[src/rtl/fmap_reader.sv]
// fmap_reader: raster-scan read sequencer for the feature-map BRAM, streaming 2-pixel beats.
// Optional FMAP_RELU_EN: clamp negative pixels to zero as they enter the output FIFO.
module fmap_reader #(
  parameter int W        = 28,
  parameter int H        = 28,
  parameter int ADDR_LEN = 9,
  parameter int BASE     = 0
) (
  input  logic                clk,
  input  logic                rst,
  input  logic                start,
  output logic                busy,
  output logic                done,
  output logic                load,
  output logic [ADDR_LEN:0]   addr1,
  output logic [ADDR_LEN:0]   addr2,
  input  logic signed [7:0]   dout1,
  input  logic signed [7:0]   dout2,
  output logic                m_valid,
  input  logic                m_ready,
  output logic signed [7:0]   m_data1,
  output logic signed [7:0]   m_data2,
  output logic                m_last
);

  localparam int NBEATS = (W * H) / 2;
  localparam int CNT_W  = (NBEATS > 1) ? $clog2(NBEATS) : 1;
  localparam int AW     = ADDR_LEN + 1;

  localparam logic [ADDR_LEN:0] BASE_A    = AW'(BASE);
  localparam logic [ADDR_LEN:0] BASE_B    = AW'(BASE + 1);
  localparam logic [ADDR_LEN:0] ADDR_STEP = AW'(2);
  localparam logic [CNT_W-1:0]  LAST_K    = CNT_W'(NBEATS - 1);

  generate
    if (((W * H) % 2) != 0) begin : g_bad_dims
      $error("fmap_reader: W*H must be even");
    end
  endgenerate

  typedef enum logic [1:0] {
    IDLE  = 2'd0,
    RUN   = 2'd1,
    DRAIN = 2'd2
  } state_t;

  state_t state_reg, state_next;

  logic [CNT_W-1:0]  beat_reg;
  logic [ADDR_LEN:0] addr1_reg, addr2_reg;
  logic              inflight_reg, inflight_last_reg;
  logic              start_ok;

  // Skid FIFO entry: {pixel1, pixel2, last}
  logic [16:0]       fifo_mem [2];
  logic              wr_ptr_reg, rd_ptr_reg;
  logic [1:0]        count_reg;
  logic              push, pop;
  logic [2:0]        occ_after_pop;
  logic [16:0]       head;

  function automatic logic signed [7:0] pix(input logic signed [7:0] d);
`ifdef FMAP_RELU_EN
    return (d < 0) ? 8'sd0 : d;
`else
    return d;
`endif
  endfunction

  assign push    = inflight_reg;
  assign m_valid = (count_reg != 2'd0);
  assign pop     = m_valid & m_ready;

  // Occupancy counted after this cycle's pop, so a steady 1 beat/cycle needs only 2 slots.
  assign occ_after_pop = {1'b0, count_reg} + {2'b00, inflight_reg} - {2'b00, pop};

  always_comb begin
    state_next = state_reg;
    load       = 1'b0;
    done       = 1'b0;
    start_ok   = 1'b0;
    case (state_reg)
      IDLE: begin
        if (start) begin
          state_next = RUN;
          start_ok   = 1'b1;
        end
      end
      RUN: begin
        if (occ_after_pop < 3'd2) begin
          load = 1'b1;
          if (beat_reg == LAST_K) begin
            state_next = DRAIN;
          end
        end
      end
      DRAIN: begin
        if ((count_reg == 2'd0) && !inflight_reg) begin
          done       = 1'b1;
          state_next = IDLE;
          if (start) begin
            state_next = RUN;
            start_ok   = 1'b1;
          end
        end
      end
      default: state_next = IDLE;
    endcase
  end

  always_ff @(posedge clk or posedge rst) begin
    if (rst) begin
      state_reg         <= IDLE;
      beat_reg          <= '0;
      addr1_reg         <= BASE_A;
      addr2_reg         <= BASE_B;
      inflight_reg      <= 1'b0;
      inflight_last_reg <= 1'b0;
    end else begin
      state_reg         <= state_next;
      inflight_reg      <= load;
      inflight_last_reg <= load && (beat_reg == LAST_K);
      if (start_ok) begin
        beat_reg  <= '0;
        addr1_reg <= BASE_A;
        addr2_reg <= BASE_B;
      end else if (load) begin
        beat_reg  <= beat_reg + 1'b1;
        addr1_reg <= addr1_reg + ADDR_STEP;
        addr2_reg <= addr2_reg + ADDR_STEP;
      end
    end
  end

  always_ff @(posedge clk or posedge rst) begin
    if (rst) begin
      for (int i = 0; i < 2; i++) begin
        fifo_mem[i] <= '0;
      end
      wr_ptr_reg <= 1'b0;
      rd_ptr_reg <= 1'b0;
      count_reg  <= 2'd0;
    end else begin
      if (push) begin
        fifo_mem[wr_ptr_reg] <= {pix(dout1), pix(dout2), inflight_last_reg};
        wr_ptr_reg           <= ~wr_ptr_reg;
      end
      if (pop) begin
        rd_ptr_reg <= ~rd_ptr_reg;
      end
      case ({push, pop})
        2'b10:   count_reg <= count_reg + 2'd1;
        2'b01:   count_reg <= count_reg - 2'd1;
        default: count_reg <= count_reg;
      endcase
    end
  end

  assign head    = fifo_mem[rd_ptr_reg];
  assign m_data1 = m_valid ? head[16:9] : 8'sd0;
  assign m_data2 = m_valid ? head[8:1]  : 8'sd0;
  assign m_last  = m_valid & head[0];

  assign busy  = (state_reg != IDLE);
  assign addr1 = addr1_reg;
  assign addr2 = addr2_reg;

endmodule
[config.mk]
export PLATFORM = sky130hd
export DESIGN_NAME = fmap_reader
export DESIGN_NICKNAME = d
export VERILOG_FILES = /design/src/rtl/fmap_reader.sv
export SDC_FILE = /design/constraint.sdc
export NUM_CORES = 1
export LEC_CHECK = 0
export BUFFER_PORTS_ARGS = -buffer_cell sky130_fd_sc_hd__buf_2
export CORE_AREA = 3 3 97 99
export DETAILED_ROUTE_END_ITERATION = 8
export DIE_AREA = 0 0 100 102
export PLACE_DENSITY = 0.6
export SLEW_MARGIN = 20
export SYNTH_ARGS = -nofsm -noshare
export SYNTH_HDL_FRONTEND = slang
export SYNTH_SLANG_ARGS = --single-unit
[constraint.sdc]
create_clock -name clk -period 9.3 [get_ports clk]
set_input_delay 2.325 -clock clk [delete_from_list [all_inputs] [get_ports clk]]
set_output_delay 2.325 -clock clk [all_outputs]
set_load 0.01 [all_outputs]
---- Word-level counts from Yosys, hierarchy flattened ----
Index checks and enable logic that the tools add are counted.
word-level totals
  flip-flop bits (word level) ............. 71
  latch bits .............................. 0
  RAM bits ................................ 0
  memory bits (read-only) ................. 0
  input bits .............................. 20
  output and inout port bits .............. 41
  logic and storage cells ................. 76
  memories ................................ 0
operators by class
  $add $sub $neg .......................... 7
  multipliers ............................. 0
  div/mod/pow operators ................... 0
  order comparisons ....................... 4
  eq/ne operators ......................... 9
  shift-type cells ........................ 0
  multiplexer cells ....................... 28
  bitwise gates (word level) .............. 6
  reduce and logical (&&, ||, !) cells .... 11
operator list
  operator                                                                number
  17-bit two-way mux                                                      4
  10-bit two-way mux                                                      4
  34-bit bitwise mux                                                      1
  10-bit by 2-bit adder with 10-bit output (second input constant)        2
  9-bit two-way mux                                                       2
  17-bit demux with 1-bit select                                          1
  8-bit two-way mux                                                       2
  9-bit by 1-bit adder with 9-bit output (second input constant)          1
  9-bit equality test (second input constant)                             1
  2-bit two-way mux                                                       4
  2-bit inequality test (second input constant)                           4
  2-bit nonzero test                                                      4
  1-bit two-way mux                                                       7
  2-bit one-hot mux with 3 select lines                                   1
  2-bit by 1-bit equality test with 1-bit output (second input constant)  2
  2-bit equality test (second input constant)                             2
  2-bit greater-or-equal comparator (second input constant)               2
  2-bit logical NOT                                                       2
  1-bit NOT with 2-bit output                                             2
  2-bit one-hot mux with 2 select lines                                   1
  4-bit AND reduction                                                     1
  2-bit by 1-bit adder with 3-bit output                                  1
  1-bit logical AND                                                       3
  3-bit by 2-bit < comparator with 1-bit output (second input constant)   1
  8 further kinds                                                         10

---- Logic depth before layout (Yosys ltp) ----
  depth after elaboration ................. 8
  depth in mapped cells ................... 13
  gate-level depth less buffers ........... 11

---- Worst setup path after synthesis ----
Ideal clock, no wire load.
  kind .................................... input-to-output
  from .................................... input m_ready
  to ...................................... output load
  arrival time ............................ 3.914 ns
  path slack .............................. 3.061 ns
  cell stages on the path ................. 8
  buffers on the path ..................... 1
  cells stage by stage .................... and2_1 ha_1 nand2b_1 fa_1 and3b_1 buf_4 nand2_4 inv_1
on the way
  longest elaborated chain between the ends .. 5
RTL lines
  item                                           RTL line  RTL
  start: declaration                             20        input logic m_ready,
  1-bit bitwise AND                              72        assign pop = m_valid & m_ready;
  3-bit by 1-bit subtractor with 3-bit output    75        assign occ_after_pop = {1'b0, count_reg} + {2'b00, inflight_reg} - {2'b00, pop};
  3-bit by 2-bit < comparator with 1-bit output  90        if (occ_after_pop < 3'd2) begin
  1-bit two-way mux                              90
  1-bit two-way mux                              82        case (state_reg)
  end: declaration                               14        output logic load,
No other way between the ends.

---- Worst setup path in the final report ----
  from .................................... input m_ready
  to ...................................... output load
on the way
  longest elaborated chain between the ends .. 5
RTL lines
  item                                           RTL line  RTL
  1-bit bitwise AND                              72
  net pop                                        58        logic push, pop;
  3-bit by 1-bit subtractor with 3-bit output    75
  3-bit by 2-bit < comparator with 1-bit output  90
  1-bit two-way mux                              90
  1-bit two-way mux                              82
The timed path passes the listed nets, and every way through them passes these cells.

==> results list <==
- The flow ran to the end, and the final reports show no timing, DRC or antenna violations.
* Post-synthesis area per instance: 11.5 um2
* Clock network fraction of total power: 0.187
* Post-cts repair resize count: 0
- The routed design could run at a clock period as short as 6720 ps.
- For this run, the detailed router's first-pass iteration total came to 4.
- The initial utilization of the core area, before any placement, comes to 0.392.
- For this design the static power due to leakage is 1.85 nW.
* PortBufs: 59
* Part of the cycle the worst path needs: 0.723
- Dividing the detail-routed wire length by the instance count gives 14.8 um.
* Data required time at the worst endpoint: 6980 ps
- STA classifies the critical path endpoint as a primary output.
- Largest buffer count on any clock path: 2
- Among all flip-flop cells after synthesis, the most frequent one is sky130_fd_sc_hd__dfrtp_1.
- Power Density: 344 nW/um2
- The floorplan step defined a die boundary enclosing 10200 um2.
- For this run, design rule violations remaining after detail routing come to 0.
* Final global-route overflow total: 0
* Critical path class: in2out
- DP HPWL: 4490 um
- Switching fraction of total power: 0.401
- The share of synthesized area in the top cell type comes to 0.510.
- Reg2reg start: count_reg[1]
- Antenna cells: 0
- After the first detailed-routing iteration, the DRC count stood at 68.
- Fraction of the core area covered by cells at the end of the flow: 0.459
* Via count of the first global-routing pass: 2359
- Cell internal power dissipation: 0.000816 W
- The worst pin sits at a relative slew slack of 0.297.
* Number of antenna violations at the first check in global routing: 0
* Net Switching: 0.000547 W
- After synthesis the netlist holds a flip-flop and latch count of 70.
- Setup repair after global routing left no endpoint under its margin.
- Counting flops with an async set or reset pin after synthesis yields a share of 1.00.
* Post-route clock skew: 11.2 ps
* Synth top cells by count: sky130_fd_sc_hd__dfrtp_1 (69), sky130_fd_sc_hd__nor2_1 (41), sky130_fd_sc_hd__mux2_2 (34)
- The clock net in this run drives a total of 70 sinks.
- Across the run, the number of max-cap violations was 0.
* Post-Synthesis Cell Area: 3390 um2
* Number of enable flip-flop cells after synthesis: 0
- STA classifies the critical path startpoint as an input pin.
- Of the total power, registers draw 0.385.
- Worst IR Drop VDD: 0.146 mV
* Detail-routed via count per cell: 5.09
- Yosys printed 0 warnings.
- Placeable Area: 8640 um2
- Actual slew at the worst max-slew pin: 1060 ps
- Across every metal layer, demand over resource in global routing totals 0.142.
* Area added between synthesis and finish: 17.0%
- CTS tree: done
* Net count of the finished layout: 376
- Number of buffers inserted for hold repair after clock tree synthesis: 0
- Of the cells placed in the final design, the portion with a size suffix greater than 1 is 0.341.
- Number of pins with negative max-slew slack in the final report: 0
* Die boundary width: 100 um
- At the end of routability-driven placement, the weighted congestion stood at 0.785.
- In this run the worst path has a maximum fanout of 16.
* Synth top area cells: sky130_fd_sc_hd__dfrtp_1 (51%), sky130_fd_sc_hd__mux2_2 (11%), sky130_fd_sc_hd__mux2i_1 (5.0%)
- Timing-limited maximum frequency: 149 MHz
- Die height: 102 um
- In this run the post-CTS setup repair buffer count came out at 0.
* Standard-cell row count: 34
- Post-DRT Antenna Nets: 0
* Final hold vios: 0
- Comb power frac: 0.428
- First-pass GRT wire length: 11500 um
- Worst reg2reg setup slack: 5800 ps
- Clock tree root buffer cell: sky130_fd_sc_hd__clkbuf_8
- Routed via count: 2356
* Endpoints failing setup: 0
- For this run, the register share of the synthesized area comes to 0.518.
- Hold WC Path Type: reg2reg
- Count of different cell masters after synthesis: 41
- Tracing the worst setup path back leads to its startpoint at m_ready.
- The routed design has 6860 um of wire.
* I/O pin count: 61
- For the worst setup path, the data arrival time is 4400 ps.
- Final total negative setup slack: 0 ps
- The clock reaches the later pin of the worst-skew pair after 350 ps.
* Post-synth top area cell: sky130_fd_sc_hd__dfrtp_1
- Min-Delay Startpoint: wr_ptr_reg
* Total nets after synthesis: 320
- Flip-flop count of the largest register after layout: 34
- Number of H-tree branching levels: 3
* CTS buffer count: 9
* Clock transition time at the flip-flop clock pins of the worst setup and hold paths: 70 ps
* Post-synthesis cell count: 294
* Dominant cell by count in the synthesized netlist: sky130_fd_sc_hd__dfrtp_1
- Maximum number of pins on one net before global-route repair: 71
==> critical path, stage by stage <==
cell and delay [ps]:
sky130_fd_sc_hd__buf_2 90, sky130_fd_sc_hd__and2_1 170, sky130_fd_sc_hd__ha_1 270, sky130_fd_sc_hd__nand2b_1 150, sky130_fd_sc_hd__fa_1 570, sky130_fd_sc_hd__and3b_1 330
sky130_fd_sc_hd__nand2_4 160, sky130_fd_sc_hd__inv_1 170, sky130_fd_sc_hd__buf_2 160
==> layer usage <==
layer | GRT usage | wire length, um | vias up
met1 | 0.184 | 3180 | 1151
met4 | 0.0342 | 87 | 0
met3 | 0.0464 | 384 | 9
li1 | - | - | 1131
met2 | 0.232 | 3210 | 65
met5 | 0 | 0 | -
==> power groups by stage <==
stage	Combinational [W]	Sequential, W	Clock, W
floorplan	0.000473	0.000485	0
global placement	0.000577	0.000524	0
detailed placement	0.000587	0.000529	0
CTS	0.000591	0.000524	0.000263
global route	0.000651	0.000541	0.000275
finish	0.000584	0.000525	0.000254
==> placed cells by master (no fill, tap or decap), drive strengths merged, types with 2 or more instances in the layout <==
master / Yosys / final
dfrtp: 69 / 69
buf: 13 / 62
nor2: 41 / 41
mux2: 34 / 34
xnor2: 18 / 18
mux2i: 17 / 17
nand3: 11 / 11
clkbuf: 4 / 10
nand2: 10 / 10
nand4: 8 / 8
xor2: 8 / 8
inv: 5 / 7
nor4: 6 / 6
o21ai: 6 / 6
nor3: 5 / 5
ha: 5 / 5
nor4b: 5 / 5
nand3b: 4 / 4
nand2b: 3 / 3
or2: 2 / 2
and2: 2 / 2
o31ai: 2 / 2
or4: 2 / 2
a21oi: 2 / 2
clkinv: 0 / 2
==> cell type report <==
type / count / area (um2)
fill: 801 / 4680
sequential: 70 / 1750
multi-input combinational: 202 / 1530
timing repair buffer: 62 / 318
clock buffer: 10 / 138
tap: 108 / 135
clock inverter: 6 / 68.8
inverter: 5 / 18.8
==> worst paths after layout <==
check / endpoint / depth (start not counted)
hold / removal: wr_ptr_reg / 1
setup / recovery: load / 9
hold reg to reg: wr_ptr_reg / 1
max in group asynchronous: count_reg[0] / 3
setup reg to reg: addr1[8] / 11
min in group asynchronous: fifo_mem[22] / 3
==> per-stage QoR <==
| step | std cells | power [W] | hold WS [ps] | setup WS [ps] | area (um2) |
|---|---|---|---|---|---|
| 2_1_floorplan | 294 | 0.000958 | 454 | 3060 | 3390 |
| 3_3_place_gp | 447 | 0.00110 | 468 | 2640 | 3750 |
| 3_5_place_dp | 447 | 0.00112 | 474 | 2570 | 3750 |
| 4_1_cts | 463 | 0.00138 | 499 | 2570 | 3950 |
| 5_1_grt | 463 | 0.00147 | 507 | 2380 | 3960 |
| 6_report | 463 | 0.00136 | 496 | 2580 | 3960 |
==> cells by family (layout without fill, tap and decap cells) <==
family          count (synthesis)  in the layout  synth area share
simple gates                  105            105             0.163
flops                          70             70             0.518
mux                            51             51             0.163
xor+xnor                       26             26            0.0728
buf+inv                        22             83            0.0344
compound gates                 13             13            0.0229
fa+ha+maj                       6              6            0.0244
other cells                     1              1           0.00111
(Power assumes the default switching activity.)
